[src/rtl/fetch_ctrl.sv]
`default_nettype none
// ============================================================================
// Module   : fetch_ctrl
// Brief    : Instruction-fetch controller. Owns the PC register write enable,
//            drives the instruction-memory request and flags halt/errors.
// Revision : 1.0 - initial release
// ============================================================================
module fetch_ctrl #(
    parameter int DATA_WIDTH = 32,
    parameter int ADDR_WIDTH = 32,
    parameter int TIMEOUT    = 16,
    parameter int CNT_WIDTH  = 16
) (
    input  logic                  i_clk,
    input  logic                  i_rst_n,
    input  logic                  i_start,
    input  logic [ADDR_WIDTH-1:0] i_pc,
    output logic                  o_pc_en,
    output logic                  o_imem_req,
    output logic [ADDR_WIDTH-1:0] o_imem_addr,
    input  logic                  i_imem_valid,
    input  logic [DATA_WIDTH-1:0] i_imem_data,
    output logic [DATA_WIDTH-1:0] o_inst,
    output logic                  o_inst_valid,
    input  logic                  i_exec_done,
    input  logic                  i_halt,
    output logic                  o_done,
    output logic [1:0]            o_err,
    output logic [CNT_WIDTH-1:0]  o_inst_cnt
);

    localparam int TW = $clog2(TIMEOUT);
    localparam logic [TW-1:0] c_TIMEOUT_LAST = TW'(TIMEOUT - 1);

    localparam logic [2:0] S_IDLE  = 3'd0;
    localparam logic [2:0] S_FETCH = 3'd1;
    localparam logic [2:0] S_ISSUE = 3'd2;
    localparam logic [2:0] S_EXEC  = 3'd3;
    localparam logic [2:0] S_HALT  = 3'd4;

    localparam logic [1:0] c_ERR_MISALIGN = 2'd1;
    localparam logic [1:0] c_ERR_TIMEOUT  = 2'd2;

    logic [2:0]            r_state;
    logic                  r_settle;
    logic [TW-1:0]         r_tcnt;
    logic                  r_pc_en;
    logic [DATA_WIDTH-1:0] r_inst;
    logic                  r_done;
    logic [1:0]            r_err;
    logic [CNT_WIDTH-1:0]  r_inst_cnt;

    logic                  w_pc_aligned;
    logic                  w_req;

    assign w_pc_aligned = (i_pc[1:0] == 2'b00);

    // Request is combinational from state so that async reset drops it at once
    // and the address always tracks the live PC register output.
    assign w_req = (r_state == S_FETCH) && !r_settle && w_pc_aligned;

    assign o_imem_req   = w_req;
    assign o_imem_addr  = w_req ? i_pc : '0;
    assign o_inst_valid = (r_state == S_ISSUE);
    assign o_pc_en      = r_pc_en;
    assign o_inst       = r_inst;
    assign o_done       = r_done;
    assign o_err        = r_err;
    assign o_inst_cnt   = r_inst_cnt;

    always_ff @(posedge i_clk or negedge i_rst_n) begin
        if (!i_rst_n) begin
            r_state    <= S_IDLE;
            r_settle   <= 1'b0;
            r_tcnt     <= '0;
            r_pc_en    <= 1'b0;
            r_inst     <= '0;
            r_done     <= 1'b0;
            r_err      <= 2'd0;
            r_inst_cnt <= '0;
        end else begin
            r_pc_en <= 1'b0;
            case (r_state)
                S_IDLE: begin
                    if (i_start) begin
                        r_state  <= S_FETCH;
                        r_settle <= 1'b0;
                        r_tcnt   <= '0;
                    end
                end
                S_FETCH: begin
                    if (r_settle) begin
                        // PC register latches during this cycle; present next.
                        r_settle <= 1'b0;
                        r_tcnt   <= '0;
                    end else if (!w_pc_aligned) begin
                        r_err   <= c_ERR_MISALIGN;
                        r_state <= S_HALT;
                    end else if (i_imem_valid) begin
                        r_inst  <= i_imem_data;
                        r_state <= S_ISSUE;
                    end else if (r_tcnt == c_TIMEOUT_LAST) begin
                        r_err   <= c_ERR_TIMEOUT;
                        r_state <= S_HALT;
                    end else begin
                        r_tcnt <= r_tcnt + 1'b1;
                    end
                end
                S_ISSUE: begin
                    r_state <= S_EXEC;
                end
                S_EXEC: begin
                    if (i_exec_done) begin
                        if (i_halt) begin
                            r_done  <= 1'b1;
                            r_state <= S_HALT;
                        end else begin
                            r_pc_en    <= 1'b1;
                            r_inst_cnt <= r_inst_cnt + 1'b1;
                            r_settle   <= 1'b1;
                            r_tcnt     <= '0;
                            r_state    <= S_FETCH;
                        end
                    end
                end
                S_HALT: begin
                    r_state <= S_HALT;
                end
                default: begin
                    r_state <= S_IDLE;
                end
            endcase
        end
    end

endmodule
`default_nettype wire

[config.mk]
export PLATFORM = sky130hd
export DESIGN_NAME = fetch_ctrl
export DESIGN_NICKNAME = d
export VERILOG_FILES = /design/src/rtl/fetch_ctrl.sv
export SDC_FILE = /design/constraint.sdc
export NUM_CORES = 1
export LEC_CHECK = 0
export CAP_MARGIN = 20
export CORE_UTILIZATION = 39
export DETAILED_ROUTE_END_ITERATION = 8
export PLACE_DENSITY = 0.8
export REMOVE_ABC_BUFFERS = 1
export SETUP_SLACK_MARGIN = 0.2
export SLEW_MARGIN = 10
export SYNTH_ARGS = -nofsm -noshare
export SYNTH_HDL_FRONTEND = slang
export SYNTH_SLANG_ARGS = --single-unit
export TNS_END_PERCENT = 20
[constraint.sdc]
create_clock -name i_clk -period 2.3 [get_ports i_clk]
set_clock_uncertainty 0.05 [all_clocks]
set_input_delay 0.345 -clock i_clk [delete_from_list [all_inputs] [get_ports i_clk]]
set_output_delay 0.345 -clock i_clk [all_outputs]
set_load 0.01 [all_outputs]
==> impl_results.md <==
* Outcome: finished with violations
* Failing checks: setup timing
* Gpl congestion at 0.8181
* Cell variety after synth at 43
* Fin. max-slew vios at 0
* Setup crit start: r_state[1]
* All-Layer GR Usage at 21.71%
* DRT Pass-1 Iters at 4
* Post-synthesis sequential area ratio at 51.93%
* Final Cycle Share at 102.4%
* Syn_area_per_cell at 12.41 um^2
* Async set-reset flop share out of synthesis at 100.0%
* Die width at 88.11 um
* Starting Density at 40.08%
* Crit path DAT at 1.96 ns
* Post-route DRC at 0
* Die Y at 88.11 um
* Final hold viol count at 0
* CP dominant cell by count: buf_6
* Complex-gate fraction of the synthesized area at 4.024%
* Share of cells above drive strength 1 at 33.10%
* Fin util at 70.69%
* Synth Area in Simple Gates at 18.78%
* Mapped Area at 2892 um^2
* Port Buffers at 153
* Worst slew margin at 49.51%
* H-tree level count at 3
* WL per Instance at 16.08 um
* Synth area leaders: dfrtp_1 (52%), mux2_4 (15%), and2_1 (6.7%)
* Post-route minimum period at 2.355 ns
* Global-route wire length before repair at 12730 um
* Total global routing overflow at 0
* Critical Setup Path Class: reg2out
* Root buffer cell: clkbuf_8
* Max cap viols at 0
* Synth Register Bits at 60
* Leakage at 2.465 nW
* Synth warn at 0
* Initial antenna violation count at 0
* PD cells at 879.7 nW/um^2
* Most frequent cells in the layout: clkdlybuf4s50_1 (120), dfrtp_1 (60), buf_6 (33)
* # IOs at 156
* DP HPWL at 5775 um
* Commonest non-fill, non-tap cell in the layout: clkdlybuf4s50_1
* CP cell instances: or4b_4 -> buf_12 -> nor2_8 -> buf_6 -> and2_4 -> buf_6
* CTS buffer count at 9
* RSZ-0062 raised after global routing: true
* WP data required at 1.90 ns
* DR iter-0 viols at 58
* Worst-Skew Late Latency at 0.33 ns
* Setup TNS at -0.8071 ns
* Vias in the first global route at 2539
* Xor-xnor portion of the synthesized cell area at 4.543%
* Startpoint types: flop
* Total number of vias at 2540
* Delay-heaviest family, CP: simple AND/OR/NAND/NOR gates
* Area Growth Syn to Fin at 76.37%
* Diode count at 0
* Max VDD drop at 391.5 uV
* Fmax at 0.4247 GHz
* Rows at 31
* Clock transition at the registers of the reported paths at 0.07 ns
* Core area at 7214 um^2
* Largest family of logic cells by synthesized area: simple AND/OR/NAND/NOR gates
* Critical R2R Launch: r_state[1]
* CTS max path bufs at 2
* CTS tree: built
* Adder-cell share of the synthesized area at 0.8654%
* Post-synth EDFFs at 0
* Hold Path Class: in2async
* Final net count at 496
* Final setup margin at -0.05450 ns
* Maximum net fanout on the critical path at 5
* Top cell type's share of synthesized area at 51.93%
* Synth Flop Type: dfrtp_1
* Final setup viols at 18
* CP endpoint kind: output port
* DR vias/cell at 4.811
* Design Power at 4.487 mW
* Cell with the largest stage delay on the worst path: or4b_4
* Multiplexer share of the synthesized area at 16.62%
* Cell count after synthesis at 233
* Die ar. at 7762 um^2
* # clock sinks at 60
* Worst Path Buf+Inv at 3
* Least-Margin Pin Slew at 0.7574 ns
* Largest area contributor in the netlist: dfrtp_1
* ANT nets after route at 0
* Crit path largest cell delay at 0.63 ns
* Final wirelength at 8491 um
* Largest net degree at the start of global routing at 35
-- sequential cells by signal, summed over array words and instances, names as in the netlist --
signal,cells
r_tcnt,4
o_err,2
o_pc_en,1
r_state,3
o_done,1
o_inst,32
r_settle,1
o_inst_cnt,16
-- layer usage --
| layer | part of all wire [%] | GRT usage [%] | routed length [um] | up-vias |
|---|---|---|---|---|
| met1 | 41 | 27.27 | 3473 | 1248 |
| met3 | 5.6 | 4.807 | 478 | 17 |
| met2 | 51 | 35.73 | 4338 | 84 |
| met5 | 0 | 0 | 0 | - |
| met4 | 2.4 | 10.12 | 201 | 0 |
| li1 | - | - | - | 1191 |
-- cells in the mapped netlist (4+ instances only) --
| library cell | n |
|---|---|
| dfrtp_1 | 60 |
| and2_1 | 31 |
| mux2_4 | 29 |
| nor2_1 | 14 |
| nand2_1 | 10 |
| xor2_1 | 9 |
| xnor2_1 | 6 |
| nand3_1 | 5 |
| nor3_1 | 5 |
| clkbuf_1 | 4 |
| nand4_1 | 4 |
-- final timing paths --
path	depth (start not counted)	slack (ns)	end
max	6	-0.05	o_imem_addr[18]
max reg2reg	8	0.05	o_inst[2]
min reg2reg	1	0.44	o_done
min	1	0.03	o_inst[17]
max in group asynchronous	2	1.51	o_inst_cnt[0]
min in group i_clk	1	0.44	o_done
-- cells by family (layout without fill, tap and decap cells) --
logic type,after synthesis,count (layout)
AND/OR/NAND/NOR,90,93
flip-flops,60,60
multiplexers,33,33
AO/OA/AOI/OAI,17,17
XOR/XNOR,15,15
buffers and inverters,15,207
adder cells (fa/ha/maj),2,2
other,1,2
-- metrics by stage --
step                hold WS [ns]  setup WS [ns]  cells  cell area [um^2]
finish                   0.02967       -0.05450    528              5100
global route             0.08875        -0.1128    528              5100
CTS                      0.02963       -0.06943    525              4956
detailed placement        0.3986        -0.2597    491              4619
global placement          0.3932        -0.1898    491              4619
floorplan             -0.0005911        0.09490    222              2816
-- area by class of cell --
| class | count | area (um^2) |
|---|---|---|
| inverters | 3 | 11.26 |
| multi-input cells | 162 | 1410 |
| repair buffers | 188 | 1862 |
| clock buffers | 10 | 127.6 |
| well taps | 99 | 123.9 |
| fillers | 544 | 2115 |
| clock inverters | 6 | 63.81 |
| flip-flops and latches | 60 | 1501 |
-- what timing repair did --
action                                  CTS  global route
buffers inserted                         15             3
gates cloned                              3             0
pin swaps                                19            11
hold buffers                              0             0
endpoints found under the setup margin   61            68
resized for setup                       156            26
-- report_power, final --
part           leakage [nW]  total [mW]  internal, mW  switching, mW
sequential            0.768        1.55          1.37          0.180
clock                0.0927       0.912         0.500          0.412
combinational          1.60        2.02          1.31          0.716
Note: power is estimated with default switching activity, not from simulation.
